==> src/rtl/grant_arbiter_8.sv <==
// rtl/grant_arbiter_8.sv - 8-requester hold/release arbiter with one-cycle turnaround gap.
// Define GRANT_ARBITER_ROUND_ROBIN_EN for rotating priority; default is fixed priority (bit 7 highest).
module grant_arbiter_8 #(
  parameter int MAX_HOLD = 16
) (
  input  logic       clk,
  input  logic       rst,
  input  logic [7:0] req,
  input  logic       done,
  output logic [7:0] grant,
  output logic [2:0] grant_id,
  output logic       grant_valid,
  output logic       timeout
);

  localparam logic [1:0] ST_IDLE  = 2'd0;
  localparam logic [1:0] ST_GRANT = 2'd1;
  localparam logic [1:0] ST_GAP   = 2'd2;

  localparam logic [7:0] HOLD_LAST = 8'(MAX_HOLD - 1);

  logic [1:0] state_q, state_d;
  logic [7:0] grant_q, grant_d;
  logic [2:0] grant_id_q, grant_id_d;
  logic       timeout_q, timeout_d;
  logic [7:0] hold_cnt_q, hold_cnt_d;
  logic [2:0] win_id;
  logic       win_found;

`ifdef GRANT_ARBITER_ROUND_ROBIN_EN
  logic [2:0] last_id_q, last_id_d;

  // Search from last_id-1 downward with wrap, so the previous owner is tried last.
  always_comb begin
    win_id    = 3'd0;
    win_found = 1'b0;
    for (int i = 1; i <= 8; i++) begin
      if (!win_found && req[last_id_q - 3'(i)]) begin
        win_id    = last_id_q - 3'(i);
        win_found = 1'b1;
      end
    end
  end
`else
  always_comb begin
    win_id    = 3'd0;
    win_found = 1'b0;
    for (int i = 7; i >= 0; i--) begin
      if (!win_found && req[i]) begin
        win_id    = 3'(i);
        win_found = 1'b1;
      end
    end
  end
`endif

  always_comb begin
    state_d    = state_q;
    grant_d    = grant_q;
    grant_id_d = grant_id_q;
    timeout_d  = 1'b0;
    hold_cnt_d = hold_cnt_q;
`ifdef GRANT_ARBITER_ROUND_ROBIN_EN
    last_id_d  = last_id_q;
`endif
    case (state_q)
      ST_GRANT: begin
        if (done || !req[grant_id_q]) begin
          state_d    = ST_GAP;
          grant_d    = 8'd0;
          grant_id_d = 3'd0;
        end else if (hold_cnt_q == HOLD_LAST) begin
          state_d    = ST_GAP;
          grant_d    = 8'd0;
          grant_id_d = 3'd0;
          timeout_d  = 1'b1;
        end else begin
          hold_cnt_d = hold_cnt_q + 8'd1;
        end
      end
      default: begin
        if (win_found) begin
          state_d    = ST_GRANT;
          grant_d    = 8'd1 << win_id;
          grant_id_d = win_id;
          hold_cnt_d = 8'd0;
`ifdef GRANT_ARBITER_ROUND_ROBIN_EN
          last_id_d  = win_id;
`endif
        end else begin
          state_d    = ST_IDLE;
          grant_d    = 8'd0;
          grant_id_d = 3'd0;
        end
      end
    endcase
  end

  always_ff @(posedge clk or posedge rst) begin
    if (rst) begin
      state_q    <= ST_IDLE;
      grant_q    <= 8'd0;
      grant_id_q <= 3'd0;
      timeout_q  <= 1'b0;
      hold_cnt_q <= 8'd0;
`ifdef GRANT_ARBITER_ROUND_ROBIN_EN
      last_id_q  <= 3'd0;
`endif
    end else begin
      state_q    <= state_d;
      grant_q    <= grant_d;
      grant_id_q <= grant_id_d;
      timeout_q  <= timeout_d;
      hold_cnt_q <= hold_cnt_d;
`ifdef GRANT_ARBITER_ROUND_ROBIN_EN
      last_id_q  <= last_id_d;
`endif
    end
  end

  assign grant       = grant_q;
  assign grant_id    = grant_id_q;
  assign grant_valid = |grant_q;
  assign timeout     = timeout_q;

endmodule
==> config.mk <==
export PLATFORM = sky130hd
export DESIGN_NAME = grant_arbiter_8
export DESIGN_NICKNAME = d
export VERILOG_FILES = /design/src/rtl/grant_arbiter_8.sv
export SDC_FILE = /design/constraint.sdc
export NUM_CORES = 1
export LEC_CHECK = 0
export ABC_CLOCK_PERIOD_IN_PS = 1900
export CAP_MARGIN = 20
export CORE_MARGIN = 4
export CORE_UTILIZATION = 50
export CTS_CLUSTER_DIAMETER = 100
export DETAILED_ROUTE_END_ITERATION = 7
export GPL_TIMING_DRIVEN = 0
export PLACE_DENSITY = 0.83
export SLEW_MARGIN = 40
export SYNTH_ARGS = -nofsm -noshare
export SYNTH_HDL_FRONTEND = slang
export SYNTH_SLANG_ARGS = --single-unit
==> constraint.sdc <==
create_clock -name clk -period 1.9 [get_ports clk]
set_input_delay 0.19 -clock clk [delete_from_list [all_inputs] [get_ports clk]]
set_output_delay 0.19 -clock clk [all_outputs]
set_load 0.02 [all_outputs]
After elaboration in Yosys (flattened, before gate mapping)
Index checks and enable logic that the tools add are counted.
Storage, ports and cells
  flip-flop bits (word level): 22
  bits of input ports: 11
  word-level logic and storage cells: 69
Operators by class
  $add $sub $neg: 1
  $lt $le $gt $ge: 1
  equal/unequal tests: 5
  shifts and indexed selects: 1
  muxes and demuxes: 37
  reduce and logical (&&, ||, !) cells: 19
Operators by type and width (count)
  $mux 8: 8
  $mux 3: 12
  $mux 1: 13
  $add 8x1->8 const B: 1
  $eq 8x4->1 const B: 1
  $logic_not 1->1: 8
  $reduce_or 8->1: 1
  $shl 1x3->8 const A: 1
  $logic_and 1x1->1: 7
  $mux 2: 3
  $lt 3x4->1 const B: 1
  $ne 2x2->1 const B: 2
  $bmux 1 s3: 1
  $ne 3x3->1 const B: 1
  $reduce_and 3->1: 1
  $eq 2x1->1 const B: 1
  $reduce_bool 2->1: 1
  $logic_or 1x1->1: 1

Logic depth before layout (Yosys ltp)
Gate-level depths: netlist of run 1.
  depth in word-level cells: 25
  depth in mapped cells: 7
  gate-level depth less buffers: 5

Worst setup path before layout of run 1
Ideal clock, no wire load.
  kind: register to register
  from: reg grant_id_q[1] (netlist: grant_id[1])
  to: reg hold_cnt_q[0]
  data arrival time: 1751 ps
  required time: 1821 ps
  setup slack: 69 ps
  stages on the path, launching flop included: 8
  clock period less this slack: 1831 ps
  cells stage by stage: dfrtp_1 > buf_6 > mux2i_1 > a221oi_4 > and3_1 > buf_6 > buf_12 > mux2i_1
Between the ends
  word-level cells in the longest chain between the ends: 6
Ends and longest elaborated chain
  start: declaration: RTL line 24  | logic [2:0] grant_id_q, grant_id_d;
  start signal: assignment: RTL line 112  | grant_id_q <= grant_id_d;
  $bmux 1 s3: RTL line 68  | if (done || !req[grant_id_q]) begin
  $mux 1 (implied by the code): RTL line 68
  $logic_not 1->1: RTL line 68
  $logic_or 1x1->1: RTL line 68
  $ne 2x2->1 (no line)
  $reduce_and 3->1 (no line)
  end signal: assignment: RTL line 114  | hold_cnt_q <= hold_cnt_d;
  end: declaration: RTL line 26  | logic [7:0] hold_cnt_q, hold_cnt_d;
No other way between the ends. The select of a mux whose other input is x is not followed.
A chain may end at the register's enable or synchronous reset.

Final worst setup path of run 1
  from: reg hold_cnt_q[6]
  to: reg grant_q[5] (netlist: grant[5])
Between the ends
  word-level cells in the longest chain between the ends: 2
Ends and longest elaborated chain
  $eq 8x4->1: RTL line 72  | end else if (hold_cnt_q == HOLD_LAST) begin
  $ne 3x3->1 (no line)
  end signal: assignment: RTL line 111  | grant_q <= grant_d;
  end: declaration: RTL line 23  | logic [7:0] grant_q, grant_d;
No other way between the ends.

==> results of run 1 <==
[power breakdown]
group	switching (µW)	internal, µW	total (µW)
combinational	522	450	972
sequential	74.6	553	628
clock	146	213	359
total	742	1220	1960
[kinds of logic after synthesis]
group	Yosys count	share of synthesized area, %
AOI/OAI and AO/OA	22	16.9
adders and majority gates	1	1.03
buffers and inverters	10	5.87
DFF	22	45.3
muxes	11	9.06
and+or+nand+nor	49	21.8
[cells in the final DEF (no fill, tap or decap), drive strengths merged, types with 2 or more instances in the layout]
| master | count |
|---|---|
| nand4 | 6 |
| o2bb2ai | 4 |
| buf | 11 |
| nor4 | 6 |
| nand3 | 2 |
| nand2 | 13 |
| nor2b | 3 |
| nand2b | 5 |
| nor3 | 4 |
| inv | 4 |
| clkbuf | 3 |
| clkdlybuf4s50 | 21 |
| nor2 | 3 |
| a21oi | 3 |
| a22o | 3 |
| and3 | 4 |
| mux2i | 11 |
| a32o | 4 |
| dfrtp | 22 |
[worst max-delay path: cells and delay by family, from the launching register on]
kind | cells | cell delay [ps]
DFF | 1 | 440
buffers and inverters | 2 | 260
and+or+nand+nor | 2 | 670
AOI/OAI and AO/OA | 2 | 340
[cell type report]
| class | instances | area share, % |
|---|---|---|
| multi-input cells | 83 | 38.6 |
| flip-flops and latches | 22 | 34.8 |
| repair buffers | 27 | 16.5 |
| plain buffers | 6 | 3.56 |
| well taps | 28 | 2.22 |
| clock inverters | 1 | 1.90 |
| clock buffers | 3 | 1.43 |
| inverters | 4 | 0.950 |
[registers in the layout, summed over array words and instances (netlist names)]
signal / cells
grant_id: 3
timeout: 1
state_q: 2
grant: 8
hold_cnt_q: 8
[final timing paths]
kind,end,slack [ps],cells past startpoint
setup reg to reg,grant[5]$_DFFE_PP0P_,80,6
hold reg to reg,hold_cnt_q[3]$_DFFE_PP0P_,510,1
hold / removal,state_q[0]$_DFFE_PP0P_,190,2
setup / recovery,grant[5]$_DFFE_PP0P_,80,6
max in group asynchronous,grant_id[1]$_DFFE_PP0P_,1390,2
min in group clk,grant[7]$_DFFE_PP0P_,230,2
[stage by stage]
step	setup TNS, ps	total power [µW]	instances	area, µm²	setup slack (ps)
after floorplan	0	1230	115	1210	69.5
after global placement	-2710	1490	165	1470	-282
after detailed placement	-3690	1520	165	1470	-330
after CTS	0	1890	170	1530	66.3
after global routing	-28.9	2080	174	1580	-28.9
final	0	1960	174	1580	76.2
[routing by layer]
metal / routed length, µm / part of all wire [%] / track usage [%]
met3: 182 / 6.3 / 2.94
met1: 1140 / 39 / 23.1
met4: 112 / 3.8 / 9.60
met2: 1480 / 51 / 31.3
met5: 0 / 0 / 0
[what timing repair did]
action,CTS,global route
pin swaps,1,1
buffers inserted,1,4
hold buffers,0,0
setup endpoints to repair,2,7
gates resized for setup,1,3
==> results.sh, run 1 <==
export IMPL_status="complete, no violations"
export IMPL_ys_top_cells_by_area="dfrtp_1 45%, mux2i_1 9.1%, nand2_1 4.0%"
export IMPL_wl_per_cell_um=16.7
export IMPL_grt_max_degree=23
export IMPL_antenna_left=0
export IMPL_wl_mm=2.91
export IMPL_portBuffers=22
export IMPL_die_height_um=57.3
export IMPL_dpl_hpwl_mm=1.98
export IMPL_yosys_area_top_type_share_pct=45.3
export IMPL_maxSlewHeadroom_pct=61.0
export IMPL_area_growth_pct=30.1
export IMPL_first_global_vias=977
export IMPL_fin_util_pct=70.1
export IMPL_cts_root_buf="clkbuf_4"
export IMPL_multi_input_area_um2=611
export IMPL_synth_edf_count=0
export IMPL_crit_slowest_cell="dfrtp_1"
export IMPL_hold_viol=0
export IMPL_fin_skew_ps=6.31
export IMPL_n_fill_cell=176
export IMPL_yosysWarnings=0
export IMPL_grt_overflow=0
export IMPL_die_area_um2=3280
export IMPL_clock_path_buffers=2
export IMPL_tritoncts="done"
export IMPL_clk_latency_ps=310
export IMPL_maxCapViolations=0
export IMPL_place_gp_congestion=0.816
export IMPL_ff_latch_area_um2=551
export IMPL_min_path_type="in -> async"
export IMPL_p_leak_uw=0.000725
export IMPL_cp_cell_sequence="nor4_2 -> a21oi_4 -> and3_1 -> buf_6 -> buf_12 -> a32o_2"
export IMPL_antenna_found_initial=0
export IMPL_cp_start_kind="flip-flop"
export IMPL_worst_slew_pin_slew_ps=580
export IMPL_end_kind="flip-flop"
export IMPL_crit_arrival_ps=2040
export IMPL_diodes=0
export IMPL_start_util_pct=53.9
export IMPL_grt_pass1_wl_mm=4.71
export IMPL_synth_nets=127
export IMPL_row_count=17
export IMPL_synth_common_cells="22 x dfrtp_1, 13 x nand2_1, 11 x mux2i_1"
export IMPL_track_usage_pct=18.7
export IMPL_vdd_ir_drop_max_mv=0.872
export IMPL_htreeDepth=1
export IMPL_dr_pass1_iters=4
export IMPL_clock_sinks=22
export IMPL_cts_buffers_inserted=3
export IMPL_finalMaxSlewViolations=0
export IMPL_fp_dieW_um=57.3
export IMPL_synth_area_um2=1210
export IMPL_synth_ff_type="dfrtp_1"
export IMPL_core_area_um2=2250
export IMPL_nNetsFinal=159
export IMPL_period_share_pct=96.0
export IMPL_setup_viol=0
export IMPL_vias=1060
export IMPL_drive_gt1_share_pct=15.1
export IMPL_crit_type="reg -> reg"
export IMPL_hold_slack_ps=186
export IMPL_ys_seq_area_share_pct=45.3
export IMPL_ioPinCount=24
export IMPL_fin_crit_ps=1820
export IMPL_synth_seq_cells=22
export IMPL_drt_initial_drc_count=48
export IMPL_synth_area_per_cell_um2=10.6
export IMPL_via_per_inst=6.09
export IMPL_yosysTopAreaCell="dfrtp_1"
export IMPL_max_freq_ghz=0.548
export IMPL_async_flop_share_pct=100
export IMPL_synthMostInstantiatedCell="dfrtp_1"
export IMPL_rsz0062_at_grt="true"
export IMPL_r2r_start="hold_cnt_q[6]$_DFFE_PP0P_"
export IMPL_power_density_nw_per_um2=1240
export IMPL_yosysUniqueCellTypes=35
export IMPL_clkTransAtPathRegs_ps=130
export IMPL_crit_fanout=10
export IMPL_worstSetupStartpoint="hold_cnt_q[6]$_DFFE_PP0P_"
export IMPL_syn_inst=115
export IMPL_cpPeakStageDelay_ps=440
export IMPL_required_ps=2110
export IMPL_drcViolationCount=0
Note: power is estimated with default switching activity, not from simulation.
==> run 2: changes to the inputs <==
--- a/config.mk
+++ b/config.mk
@@ -8,11 +8,12 @@
 export ABC_CLOCK_PERIOD_IN_PS = 1900
 export CAP_MARGIN = 20
 export CORE_MARGIN = 4
-export CORE_UTILIZATION = 50
+export CORE_UTILIZATION = 53
+export CTS_BUF_LIST = sky130_fd_sc_hd__clkbuf_4
 export CTS_CLUSTER_DIAMETER = 100
 export DETAILED_ROUTE_END_ITERATION = 7
 export GPL_TIMING_DRIVEN = 0
-export PLACE_DENSITY = 0.83
+export PLACE_DENSITY = 0.87
 export SLEW_MARGIN = 40
 export SYNTH_ARGS = -nofsm -noshare
 export SYNTH_HDL_FRONTEND = slang
==> results.sh, run 2 (synthesis gave the netlist of run 1 again) <==
export IMPL_switchingPower_uw=719
export IMPL_via_per_inst=6.12
export IMPL_drcViolationCount=0
export IMPL_clock_path_buffers=2
export IMPL_max_freq_ghz=0.554
export IMPL_clkTransAtPathRegs_ps=110
export IMPL_drt_initial_drc_count=45
export IMPL_p_leak_uw=0.000708
export IMPL_worstSetupStartpoint="hold_cnt_q[0]$_DFFE_PP0P_"
export IMPL_seqPwrFrac_pct=35.0
export IMPL_nNetsFinal=159
export IMPL_place_gp_congestion=0.819
export IMPL_setup_tns_final_ps=0
export IMPL_crit_arrival_ps=2040
export IMPL_crit_slowest_cell="dfrtp_1"
export IMPL_antenna_found_initial=0
export IMPL_cp_cell_sequence="ha_1 -> and3_1 -> a21oi_2 -> and3_1 -> buf_6 -> buf_12 -> mux2i_1"
export IMPL_clock_sinks=22
export IMPL_antenna_left=0
export IMPL_cpLargestDelayFamily="flip-flops"
export IMPL_period_share_pct=95.0
export IMPL_required_ps=2130
export IMPL_crit_type="reg -> reg"
export IMPL_power_density_nw_per_um2=1160
export IMPL_p_sw_share_pct=40.0
export IMPL_cts_root_buf="clkbuf_4"
export IMPL_first_global_vias=974
export IMPL_fp_dieW_um=55.9
export IMPL_hold_buffers=0
export IMPL_vdd_ir_drop_max_mv=0.734
export IMPL_maxCapViolations=0
export IMPL_cts_buffers_inserted=3
export IMPL_portBuffers=22
export IMPL_die_height_um=55.9
export IMPL_grt_max_degree=23
export IMPL_setup_viol=0
export IMPL_power_total_uw=1800
export IMPL_dr_pass1_iters=5
export IMPL_power_frac_clock_pct=11.4
export IMPL_status="complete, no violations"
export IMPL_htreeDepth=1
export IMPL_area_growth_pct=27.5
export IMPL_end_kind="flip-flop"
export IMPL_dpl_hpwl_mm=2.05
export IMPL_tritoncts="done"
export IMPL_wl_per_cell_um=16.2
export IMPL_final_common_cell="dfrtp_1"
export IMPL_track_usage_pct=17.8
export IMPL_cpPeakStageDelay_ps=440
export IMPL_cp_start_kind="flip-flop"
export IMPL_start_util_pct=55.5
export IMPL_cp_buffers_inverters=2
export IMPL_vias=1058
export IMPL_grt_pass1_wl_mm=4.49
export IMPL_hold_viol=0
export IMPL_diodes=0
export IMPL_wl_mm=2.80
export IMPL_worst_slew_pin_slew_ps=590
export IMPL_p_int_uw=1080
export IMPL_maxSlewHeadroom_pct=60.4
export IMPL_min_path_type="in -> async"
export IMPL_drive_gt1_share_pct=15.2
export IMPL_grt_overflow=0
export IMPL_n_fill_cell=166
export IMPL_final_cell_mix="22 x dfrtp_1, 21 x clkdlybuf4s50_1, 13 x nand2_1, 11 x mux2i_1, 6 x nand4_1"
export IMPL_clk_latency_ps=300
export IMPL_fin_crit_ps=1810
export IMPL_finalMaxSlewViolations=0
export IMPL_row_count=17
export IMPL_core_area_um2=2190
export IMPL_fin_skew_ps=1.48
export IMPL_worst_path_most_repeated_cell="and3_1"
export IMPL_die_area_um2=3120
export IMPL_ioPinCount=24
export IMPL_crit_fanout=10
export IMPL_r2r_start="hold_cnt_q[0]$_DFFE_PP0P_"
export IMPL_p_comb_share_pct=53.6
-- run 2: changes by cell type in the layout (fill, tap and decap cells not counted), sizes merged --
cell and change:
bufinv -1
-- run 2: per-layer routing --
layer	share of wire [%]	vias up	GRT usage [%]	routed length, µm
met5	0	-	0	0
li1	-	494	-	-
met4	1.8	0	4.07	49
met3	5.8	9	2.78	161
met1	40	517	21.9	1110
met2	53	38	32.8	1470
-- run 2: what timing repair did --
item	CTS	global route
resized for setup	1	3
setup buffers	1	4
gates cloned	0	0
endpoints found under the setup margin	1	13
pin swaps	1	2
-- run 2: power by group through the flow --
stage	Clock, µW	Combinational (µW)	Sequential (µW)
floorplan	0	539	691
global placement	0	853	633
detailed placement	0	874	640
CTS	210	890	630
global route	226	1040	644
finish	205	965	630
-- run 2: final timing paths --
path / endpoint / cells after the start / slack [ps]
setup / recovery: hold_cnt_q[0]$_DFFE_PP0P_ / 7 / 90
hold / removal: grant[7]$_DFFE_PP0P_ / 2 / 210
setup reg to reg: hold_cnt_q[0]$_DFFE_PP0P_ / 7 / 90
hold reg to reg: hold_cnt_q[3]$_DFFE_PP0P_ / 1 / 530
max in group asynchronous: grant[5]$_DFFE_PP0P_ / 2 / 1380
min in group clk: grant[7]$_DFFE_PP0P_ / 2 / 250
-- run 2: final cells by class --
cell class                      count  area [µm²]  area share (%)
Buffer                              6        56.3            3.63
Tap cell                           28        35.0            2.26
Multi-Input combinational cell     83         609            39.3
Inverter                            4        15.0           0.969
Sequential cell                    22         551            35.5
Timing Repair Buffer               27         260            16.8
Clock buffer                        3        22.5            1.45
-- run 2: worst reg2reg max path: stages, from the launching register on --
cell     delay [ps]
dfrtp_1         440
ha_1            230
and3_1          240
a21oi_2         200
and3_1          200
buf_6           120
buf_12          130
mux2i_1         180
-- run 2: metrics by stage --
stage | utilization, % | std cells | cell area, µm² | setup WS, ps | hold WS, ps
after floorplan | - | 115 | 1210 | 69.5 | 179
after detailed placement | 67.1 | 165 | 1470 | -305 | 511
final | 70.7 | 173 | 1550 | 94.7 | 211
after global placement | 67.1 | 165 | 1470 | -253 | 485
after global routing | 70.7 | 173 | 1550 | -30.8 | 241
after CTS | 68.6 | 169 | 1500 | 51.2 | 244
==> run 3: changes to the inputs <==
--- a/config.mk
+++ b/config.mk
@@ -12,7 +12,6 @@
 export CTS_BUF_LIST = sky130_fd_sc_hd__clkbuf_4
 export CTS_CLUSTER_DIAMETER = 100
 export DETAILED_ROUTE_END_ITERATION = 7
-export GPL_TIMING_DRIVEN = 0
 export PLACE_DENSITY = 0.87
 export SLEW_MARGIN = 40
 export SYNTH_ARGS = -nofsm -noshare
==> results.sh, run 3 (synthesis gave the netlist of run 1 again) <==
export IMPL_vdd_ir_drop_max_mv=0.925
export IMPL_end_kind="flip-flop"
export IMPL_seqPwrFrac_pct=34.8
export IMPL_setup_viol=0
export IMPL_power_density_nw_per_um2=1190
export IMPL_p_int_uw=1160
export IMPL_setup_tns_final_ps=0
export IMPL_die_height_um=55.9
export IMPL_diodes=0
export IMPL_area_growth_pct=29.8
export IMPL_clock_sinks=22
export IMPL_gr_max_usage_layer="met2"
export IMPL_cts_root_buf="clkbuf_4"
export IMPL_tritoncts="done"
export IMPL_period_share_pct=90.6
export IMPL_grtUsageMet1_pct=24.9
export IMPL_cp_start_kind="flip-flop"
export IMPL_dpl_hpwl_mm=2.11
export IMPL_r2r_start="hold_cnt_q[0]$_DFFE_PP0P_"
export IMPL_nNetsFinal=162
export IMPL_core_area_um2=2190
export IMPL_hold_viol=0
export IMPL_clkTransAtPathRegs_ps=130
export IMPL_status="complete, no violations"
export IMPL_row_count=17
export IMPL_place_gp_congestion=0.864
export IMPL_wl_mm=2.83
export IMPL_min_path_type="in -> async"
export IMPL_p_leak_uw=0.000736
export IMPL_antenna_left=0
export IMPL_track_usage_pct=20.0
export IMPL_fp_dieW_um=55.9
export IMPL_drive_gt1_share_pct=14.8
export IMPL_fin_crit_ps=1720
export IMPL_wl_per_cell_um=16.0
export IMPL_antenna_found_initial=0
export IMPL_worst_slew_pin_slew_ps=474
export IMPL_hold_slack_ps=184
export IMPL_p_comb_share_pct=45.9
export IMPL_placed_area_um2=1520
export IMPL_required_ps=2170
export IMPL_dr_pass1_iters=4
export IMPL_grt_max_degree=23
export IMPL_grt_overflow=0
export IMPL_power_frac_clock_pct=19.3
export IMPL_cts_buffers_inserted=3
export IMPL_finalMaxSlewViolations=0
export IMPL_r2r_slack_ps=180
export IMPL_ff_latch_area_um2=551
export IMPL_clock_path_buffers=2
export IMPL_fin_util_pct=72.0
export IMPL_crit_fanout=12
export IMPL_crit_arrival_ps=1990
export IMPL_first_global_vias=1061
export IMPL_die_area_um2=3120
export IMPL_htreeDepth=1
export IMPL_fin_skew_ps=7.74
export IMPL_crit_type="reg -> reg"
export IMPL_vias=1080
export IMPL_worstSetupStartpoint="hold_cnt_q[0]$_DFFE_PP0P_"
export IMPL_post_cts_setup_buffer_count=0
export IMPL_multi_input_area_um2=593
export IMPL_drcViolationCount=0
export IMPL_max_freq_ghz=0.581
export IMPL_maxSlewHeadroom_pct=68.1
export IMPL_grt_pass1_wl_mm=5.04
export IMPL_grt_util_met3_pct=2.55
export IMPL_switchingPower_uw=725
export IMPL_power_total_uw=1880
export IMPL_clk_latency_ps=320
export IMPL_n_fill_cell=141
export IMPL_maxCapViolations=0
export IMPL_fin_area_um2=1580
export IMPL_grt_use_met2_pct=35.6
export IMPL_ioPinCount=24
export IMPL_p_sw_share_pct=38.5
export IMPL_portBuffers=23
export IMPL_rsz0062_at_grt="false"
export IMPL_start_util_pct=55.5
export IMPL_drt_initial_drc_count=18
export IMPL_final_cell_mix="22 x dfrtp_1, 22 x clkdlybuf4s50_1, 13 x nand2_1, 13 x buf_4, 11 x mux2i_1"
export IMPL_via_per_inst=6.10
## run 3: changes by cell type in the layout (fill, tap and decap cells not counted), sizes merged
cell | previous run | this run
buf | 11 | 13
bufinv | 0 | 1
clkdlybuf4s50 | 21 | 22
## run 3: repair_timing
action,4_1_cts,5_1_grt
resized for setup,0,1
hold buffers,0,0
endpoints found under the hold margin,0,0
endpoints found under the setup margin,0,1
## run 3: worst paths after layout
kind,end,depth (start not counted)
max,grant[0]$_DFFE_PP0P_,6
min,grant_id[1]$_DFFE_PP0P_,3
max reg2reg,grant[0]$_DFFE_PP0P_,6
min reg2reg,hold_cnt_q[3]$_DFFE_PP0P_,1
max in group asynchronous,hold_cnt_q[5]$_DFFE_PP0P_,3
min in group clk,hold_cnt_q[3]$_DFFE_PP0P_,1
## run 3: routing by layer
metal  vias up  wire length [µm]
met3         4               162
li1        500                 -
met1       539              1150
met2        37              1470
met5         -                 0
met4         0                46
## run 3: through the flow
step / worst slack (ps) / std cells
after floorplan: 69.5 / 115
after global placement: 60.3 / 173
after detailed placement: -0.103 / 173
after CTS: 19.0 / 177
after global routing: 33.4 / 177
final: 179 / 177
## run 3: final cells by class
type | instances | share of cell area (%)
Clock inverter | 1 | 1.90
Multi-Input combinational cell | 83 | 37.6
Clock buffer | 3 | 1.43
Timing Repair Buffer | 36 | 21.0
Inverter | 4 | 0.952
Tap cell | 28 | 2.22
Sequential cell | 22 | 34.9
## run 3: worst max-delay path, cell delays in order, from the launching register on
cell	delay, ps
dfrtp_1	440
ha_1	230
and3_1	230
a21oi_1	200
and3_1	210
buf_4	190
a22o_1	160
## run 3: power groups by stage
stage	Sequential (µW)	Clock, µW	Combinational [µW]
after detailed placement	660	0	856
after CTS	652	371	869
after floorplan	691	0	539
after global placement	655	0	832
final	655	363	865
after global routing	671	391	938
